File: src/rtl/reorder_buffer_pkg.sv
// -----------------------------------------------------------------------------
// reorder_buffer_pkg
// Shared constants and helpers for the reorder buffer of the OoO 6502 core.
//   PR_ADDR_W     : physical register index width (6 aliases x 5 bits = 30-bit
//                   freed-register bus)
//   ROB_DEPTH     : entry count, power of two
//   ROB_ADDR_W    : log2(ROB_DEPTH)
//   ALLOC_W       : allocation lanes per cycle
//   CMPL_W        : completion ports per cycle
//   ROB_RET_W     : retire lanes per cycle (each frees two aliases)
// No ports (package).
// -----------------------------------------------------------------------------
package reorder_buffer_pkg;

  localparam int PR_ADDR_W   = 5;
  localparam int ROB_DEPTH   = 32;
  localparam int ROB_ADDR_W  = 5;
  localparam int ALLOC_W     = 4;
  localparam int CMPL_W      = 3;
  localparam int ROB_RET_W   = 3;

  // Widths of the small lane counters (0..ALLOC_W and 0..ROB_RET_W).
  localparam int ALLOC_CNT_W = 3;
  localparam int RET_CNT_W   = 2;

  // Physical registers at or below this index are architectural constants
  // and must never be handed back to the free pool.
  localparam logic [PR_ADDR_W-1:0] LAST_RESERVED_PR = PR_ADDR_W'(1);

  typedef logic [ROB_ADDR_W-1:0] robIdx_t;

  // Number of consecutive ones starting at bit 0; claims beyond the first
  // gap are not honoured by the buffer.
  function automatic logic [ALLOC_CNT_W-1:0] leadingOnes(input logic [ALLOC_W-1:0] v);
    logic [ALLOC_CNT_W-1:0] n;
    logic                   run;
    n   = '0;
    run = 1'b1;
    for (int k = 0; k < ALLOC_W; k++) begin
      run = run & v[k];
      if (run) n = n + ALLOC_CNT_W'(1);
    end
    return n;
  endfunction

endpackage

File: src/rtl/reorder_buffer_retire_select.sv
// -----------------------------------------------------------------------------
// rob_retire_select
// Picks the oldest run of valid && done entries starting at head, at most
// ROB_RET_W long. Purely combinational.
//   i_head      : current head index
//   i_valid     : per-entry valid bits
//   i_done      : per-entry done bits
//   o_retCount  : number of entries to retire (0..ROB_RET_W)
//   o_retIdx    : lane i = (head + i) mod ROB_DEPTH, meaningful for i < count
// -----------------------------------------------------------------------------
module rob_retire_select
  import reorder_buffer_pkg::*;
(
  input  logic [ROB_ADDR_W-1:0]           i_head,
  input  logic [ROB_DEPTH-1:0]            i_valid,
  input  logic [ROB_DEPTH-1:0]            i_done,
  output logic [RET_CNT_W-1:0]            o_retCount,
  output logic [ROB_RET_W*ROB_ADDR_W-1:0] o_retIdx
);

  logic w_run;

  // Walk forward from head; the first entry that is not both valid and done
  // stops retirement for this cycle so younger work never retires early.
  always_comb begin
    o_retCount = '0;
    o_retIdx   = '0;
    w_run      = 1'b1;
    for (int i = 0; i < ROB_RET_W; i++) begin
      o_retIdx[i*ROB_ADDR_W +: ROB_ADDR_W] = i_head + ROB_ADDR_W'(i);
      w_run = w_run & i_valid[o_retIdx[i*ROB_ADDR_W +: ROB_ADDR_W]]
                    & i_done[o_retIdx[i*ROB_ADDR_W +: ROB_ADDR_W]];
      if (w_run) o_retCount = o_retCount + RET_CNT_W'(1);
    end
  end

endmodule

File: src/rtl/reorder_buffer.sv
// -----------------------------------------------------------------------------
// reorder_buffer
// In-order retirement end of the rename pipeline. Hands free entries to the
// renamer, records displaced physical aliases, marks entries done on
// completion and retires up to ROB_RET_W oldest done entries per cycle,
// returning their aliases on the freed-register bus.
//   clk, rst            : clock, synchronous active-high reset
//   alloc_entries       : lane k = (tail + k) mod ROB_DEPTH
//   alloc_count         : lanes allocatable this cycle, min(4, free space)
//   alloc_valid         : renamer lane claims, honoured contiguously from lane 0
//   alloc_old_aliases   : per lane two displaced physical regs (0 = none)
//   cmplt_valid/_rob    : completion strobes and their ROB indices
//   free_regs/_valid    : registered freed regs, slot 2i/2i+1 = retire lane i
//   rob_count/rob_empty : occupancy and empty flag
// -----------------------------------------------------------------------------
module reorder_buffer
  import reorder_buffer_pkg::*;
(
  input  logic                              clk,
  input  logic                              rst,
  output logic [ALLOC_W*ROB_ADDR_W-1:0]     alloc_entries,
  output logic [2:0]                        alloc_count,
  input  logic [ALLOC_W-1:0]                alloc_valid,
  input  logic [ALLOC_W*2*PR_ADDR_W-1:0]    alloc_old_aliases,
  input  logic [CMPL_W-1:0]                 cmplt_valid,
  input  logic [CMPL_W*ROB_ADDR_W-1:0]      cmplt_rob,
  output logic [ROB_RET_W*2*PR_ADDR_W-1:0]  free_regs,
  output logic [ROB_RET_W*2-1:0]            free_regs_valid,
  output logic [ROB_ADDR_W:0]               rob_count,
  output logic                              rob_empty
);

  localparam logic [ROB_ADDR_W:0] DEPTH = (ROB_ADDR_W+1)'(ROB_DEPTH);

  robIdx_t                          r_head;
  robIdx_t                          r_tail;
  logic [ROB_ADDR_W:0]              r_count;
  logic [ROB_DEPTH-1:0]             r_valid;
  logic [ROB_DEPTH-1:0]             r_done;
  logic [2*PR_ADDR_W-1:0]           r_oldAliases [ROB_DEPTH];
  logic [ROB_RET_W*2*PR_ADDR_W-1:0] r_freeRegs;
  logic [ROB_RET_W*2-1:0]           r_freeValid;

  logic [ROB_ADDR_W:0]              w_space;
  logic [ALLOC_CNT_W-1:0]           w_allocCount;
  logic [ALLOC_CNT_W-1:0]           w_leadOnes;
  logic [ALLOC_CNT_W-1:0]           w_accepted;
  logic [RET_CNT_W-1:0]             w_retCount;
  logic [ROB_RET_W*ROB_ADDR_W-1:0]  w_retIdx;
  logic [ROB_DEPTH-1:0]             w_validNext;
  logic [ROB_DEPTH-1:0]             w_doneNext;
  logic [ROB_RET_W*2*PR_ADDR_W-1:0] w_freeRegs;
  logic [ROB_RET_W*2-1:0]           w_freeValid;

  rob_retire_select u_retireSelect (
    .i_head     (r_head),
    .i_valid    (r_valid),
    .i_done     (r_done),
    .o_retCount (w_retCount),
    .o_retIdx   (w_retIdx)
  );

  // Allocation capacity uses the pre-retire count, so slots freed this edge
  // only become allocatable next cycle and allocation can never overrun.
  always_comb begin
    w_space      = DEPTH - r_count;
    w_allocCount = (w_space >= (ROB_ADDR_W+1)'(ALLOC_W)) ? ALLOC_CNT_W'(ALLOC_W)
                                                        : w_space[ALLOC_CNT_W-1:0];
    w_leadOnes   = leadingOnes(alloc_valid);
    w_accepted   = (w_leadOnes > w_allocCount) ? w_allocCount : w_leadOnes;
    for (int k = 0; k < ALLOC_W; k++) begin
      alloc_entries[k*ROB_ADDR_W +: ROB_ADDR_W] = r_tail + ROB_ADDR_W'(k);
    end
  end

  assign alloc_count = w_allocCount;

  // Next valid/done vectors. Completion only hits entries valid before the
  // edge, so a completion aimed at a lane being allocated now is dropped;
  // allocation is applied last and forces done low for its own entries.
  always_comb begin
    w_validNext = r_valid;
    w_doneNext  = r_done;
    for (int p = 0; p < CMPL_W; p++) begin
      if (cmplt_valid[p] && r_valid[cmplt_rob[p*ROB_ADDR_W +: ROB_ADDR_W]]) begin
        w_doneNext[cmplt_rob[p*ROB_ADDR_W +: ROB_ADDR_W]] = 1'b1;
      end
    end
    for (int i = 0; i < ROB_RET_W; i++) begin
      if (i < int'(w_retCount)) begin
        w_validNext[w_retIdx[i*ROB_ADDR_W +: ROB_ADDR_W]] = 1'b0;
        w_doneNext[w_retIdx[i*ROB_ADDR_W +: ROB_ADDR_W]]  = 1'b0;
      end
    end
    for (int k = 0; k < ALLOC_W; k++) begin
      if (k < int'(w_accepted)) begin
        w_validNext[r_tail + ROB_ADDR_W'(k)] = 1'b1;
        w_doneNext[r_tail + ROB_ADDR_W'(k)]  = 1'b0;
      end
    end
  end

  // Freed-register bus: reserved regs 0/1 and unused lanes read as zero so
  // the renamer can trust the value even without looking at valid.
  always_comb begin
    w_freeRegs  = '0;
    w_freeValid = '0;
    for (int i = 0; i < ROB_RET_W; i++) begin
      for (int j = 0; j < 2; j++) begin
        if ((i < int'(w_retCount)) &&
            (r_oldAliases[w_retIdx[i*ROB_ADDR_W +: ROB_ADDR_W]][j*PR_ADDR_W +: PR_ADDR_W]
              > LAST_RESERVED_PR)) begin
          w_freeValid[2*i+j] = 1'b1;
          w_freeRegs[(2*i+j)*PR_ADDR_W +: PR_ADDR_W] =
            r_oldAliases[w_retIdx[i*ROB_ADDR_W +: ROB_ADDR_W]][j*PR_ADDR_W +: PR_ADDR_W];
        end
      end
    end
  end

  // Control state and registered outputs; reset discards in-flight work
  // without freeing anything.
  always_ff @(posedge clk) begin
    if (rst) begin
      r_head      <= '0;
      r_tail      <= '0;
      r_count     <= '0;
      r_valid     <= '0;
      r_done      <= '0;
      r_freeRegs  <= '0;
      r_freeValid <= '0;
    end else begin
      r_head      <= r_head + ROB_ADDR_W'(w_retCount);
      r_tail      <= r_tail + ROB_ADDR_W'(w_accepted);
      r_count     <= r_count + (ROB_ADDR_W+1)'(w_accepted) - (ROB_ADDR_W+1)'(w_retCount);
      r_valid     <= w_validNext;
      r_done      <= w_doneNext;
      r_freeRegs  <= w_freeRegs;
      r_freeValid <= w_freeValid;
    end
  end

  // Alias payload storage; contents are meaningless while an entry is
  // invalid, so it carries no reset.
  always_ff @(posedge clk) begin
    for (int k = 0; k < ALLOC_W; k++) begin
      if (!rst && (k < int'(w_accepted))) begin
        r_oldAliases[r_tail + ROB_ADDR_W'(k)] <= alloc_old_aliases[k*2*PR_ADDR_W +: 2*PR_ADDR_W];
      end
    end
  end

  assign free_regs       = r_freeRegs;
  assign free_regs_valid = r_freeValid;
  assign rob_count       = r_count;
  assign rob_empty       = (r_count == '0);

endmodule
File: config.mk
export PLATFORM = sky130hd
export DESIGN_NAME = reorder_buffer
export DESIGN_NICKNAME = d
export VERILOG_FILES = /design/src/rtl/reorder_buffer_pkg.sv /design/src/rtl/reorder_buffer_retire_select.sv /design/src/rtl/reorder_buffer.sv
export SDC_FILE = /design/constraint.sdc
export NUM_CORES = 2
export LEC_CHECK = 0
export BUFFER_PORTS_ARGS = -buffer_cell sky130_fd_sc_hd__buf_2
export CORE_UTILIZATION = 52
export DETAILED_ROUTE_END_ITERATION = 16
export PLACE_DENSITY_LB_ADDON = 0.25
export SLEW_MARGIN = 20
export SYNTH_ARGS = -nofsm -noshare
export SYNTH_HDL_FRONTEND = slang
export SYNTH_SLANG_ARGS = --single-unit
File: constraint.sdc
create_clock -name clk -period 9.2 [get_ports clk]
set_input_delay 0.92 -clock clk [delete_from_list [all_inputs] [get_ports clk]]
set_output_delay 0.92 -clock clk [all_outputs]
set_load 0.1 [all_outputs]
==> results.md <==
- Status: complete, no violations
- Final ANT Viol Nets: 0
- Fin nets: 4001
- Tmin final: roughly 7 ns
- Seq/Total Area, Yosys: 31.6%
- Least-Margin Pin Slew: 1.33 ns
- Area leader, netlist: edfxtp_1
- Leakage: approximately 0.013 uW
- Final hold violations: 0
- Synth Cell Area: between 0.03 and 0.04 sq mm
- Pwr Density: 176 mW/mm^2
- DP Area: roughly 0.039 sq mm
- Post-synth top area share: 25.4%
- Seq. cell area: 0.0119 sq mm
- Core footprint: between 0.07 and 0.08 sq mm
- I/O pin cnt: 130
- GP Congestion: roughly 1.1
- Final core occ: approximately 57%
- Final worst-path cycle share: 77.2%
- Clock transition at path regs: 0.07 ns
- Post-Synthesis Net Count: 4074
- Worst EP arrival: 7.67 ns
- CP startpoint kind: flip-flop
- CTS buffer count: just over 50
- Largest net degree at the start of global routing: 122
- DIE AREA: 0.0738 sq mm
- PostCTS Resize Cnt: 0
- Clock skew: 0.0266 ns
- Crit path setup slack, layout: roughly 2.1 ns
- GR Util All Layers: between 50% and 60%
- Layout cells sized above 1: a little under a fifth
- Fillers: 6327
- P&R area growth vs syn: 8.36%
- Crit path max fanout: 39
- Placed cells: 4792
- Post-route DRC violation count: 0
- Initial Utilization: 52.7%
- Max-Cap Viols: 0
- Final setup viols: 0
- Pre-CTS setup slack: 2.41 ns
- CP Class: flip-flop to flip-flop
- Number of global-route vias before repair: about 36000
- Synthesis-stage register bit count: about 440
- Worst EP required: 9.77 ns
- Area taken by multi-input logic gates: 0.0243 sq mm
- Worst slew margin: 10.5%
- Clk buf depth: 3
- Die W: about 270 um
- Unrepaired setup endpoints after global routing: no
- DR iter-0 viols: a little under 9000
- CTS tree: built
- Initial antenna violation count: 19
- H-tree levels: 2
- Count of cell types in the netlist: 91
- Ranking of synthesized cells by area: edfxtp_1 25%, mux4_2 18%, dfxtp_1 6.1%
- Non-Filler Instances: 4903
- Dpl hpwl: 138 mm
- First-pass GRT wire length: around 280 mm
- CP Capture Type: flip-flop
- Clock Latency Late Sink: 0.66 ns
- Worst vdd ir: 0.234 mV
- Fin area: roughly 0.041 sq mm
- Top-count cell post-synth: o21ai_0
- WL final: 207 mm
- TNS Setup: 0 ns
- DRT Pass-1 Iters: 12
- Ys async rst share: 0%
- Setup repair bufs after CTS: 0
- GR Overflow Total: 0
- Synth top cells by count: 426 x o21ai_0, 361 x nand2_1, 320 x edfxtp_1
- Clock Tree Root: clkbuf_16
- Number of flops mapped to enable cells by yosys: 320
- Synthesis warning total: 0
- Hold Crit Class: flip-flop to flip-flop
- WL per Instance: ~42 um
- Synth Area per Inst: ~9.5 sq um
- Slew Limit Fails: 0
- F_max: 141 MHz
- Row count: between 90 and 100
- Mapped Cells: around 4000
- Post-CTS Hold Fix Bufs: 0
- Via count: ~40000
- Port Buffers: ~130
- Clk sinks: 436
- Vias/cell: 8.34
- Post-synth top flop: edfxtp_1
- Die H: 272 um
## flip-flops by register name, summed over array words and instances (netlist names)
name / flops
free_regs_valid: 6
r_tail: 5
r_head: 5
r_valid: 32
r_done: 32
free_regs: 30
r_oldAliases: 320
rob_count: 6
## cell type report
cell class,instances,area share [%]
well taps,950,2.90
clock inverters,27,0.568
flip-flops and latches,436,29.1
diodes,15,0.0916
inverters,71,0.651
repair buffers,238,3.66
clock buffers,69,3.65
multi-input cells,3097,59.3
## through the flow
stage / hold WS, ns / total power (uW)
final: 0.584 / 7190
after global routing: 0.603 / 7220
after CTS: 0.568 / 6940
after detailed placement: 0.559 / 4830
after global placement: 0.550 / 4810
after floorplan: 0.477 / 3870
## final timing paths
kind | startpoint | end | slack (ns) | depth (start not counted)
worst max-delay path | r_head[0] | rob_count[5] | 2.10 | 20
worst min-delay path | r_valid[27] | r_valid[27] | 0.58 | 2
worst max register to register | r_head[0] | rob_count[5] | 2.10 | 20
worst min register to register | r_valid[27] | r_valid[27] | 0.58 | 2
## power breakdown
| group | total, uW | internal (uW) | switching, uW |
|---|---|---|---|
| logic | 2560 | 625 | 1940 |
| clock network | 2180 | 1220 | 958 |
| registers | 2450 | 2260 | 192 |
## critical path, stage by stage, from the launching register on
cell and delay (ns):
dfxtp_4 0.84, ha_1 0.64, xnor2_4 0.16, buf_4 0.59, mux4_2 0.59, mux2_2 0.28
a221oi_2 0.29, nand3_2 0.50, inv_2 0.28, nand2_2 0.45, xnor2_1 0.72, ha_1 0.31
inv_1 0.06, ha_1 0.27, a21o_1 0.17, a21oi_1 0.16, nor2b_1 0.07, nor2_1 0.09
nor2_1 0.05, or3_1 0.30, a21oi_1 0.14
## logic make-up after synthesis
family | Yosys count | synth area share, %
simple gates | 1275 | 16.5
fa+ha+maj | 42 | 1.47
compound gates | 1354 | 24.4
mux | 399 | 20.6
buf+inv | 435 | 4.90
flops | 436 | 31.6
xor+xnor | 27 | 0.645
## per-layer routing
| layer | wire length (um) | vias up | track usage, % |
|---|---|---|---|
| li1 | - | 15500 | - |
| met1 | 68100 | 19400 | 67.5 |
| met2 | 79100 | 4696 | 71.9 |
| met3 | 40900 | 1242 | 29.8 |
| met4 | 19100 | 20 | 37.7 |
| met5 | 227 | - | 1.09 |
## layout by cell type (no fill, tap or decap), types with 87 or more instances in the layout
master	instances
buf_2	126
edfxtp_1	320
dfxtp_1	112
a21oi_1	87
o21ai_0	422
a211oi_1	301
nor2_1	287
nand3_1	93
o2bb2ai_1	161
and2_1	159
nand2_1	361
and3_1	120
mux4_2	301
buf_4	109
No activity file was read; power rests on OpenSTA's default activity.
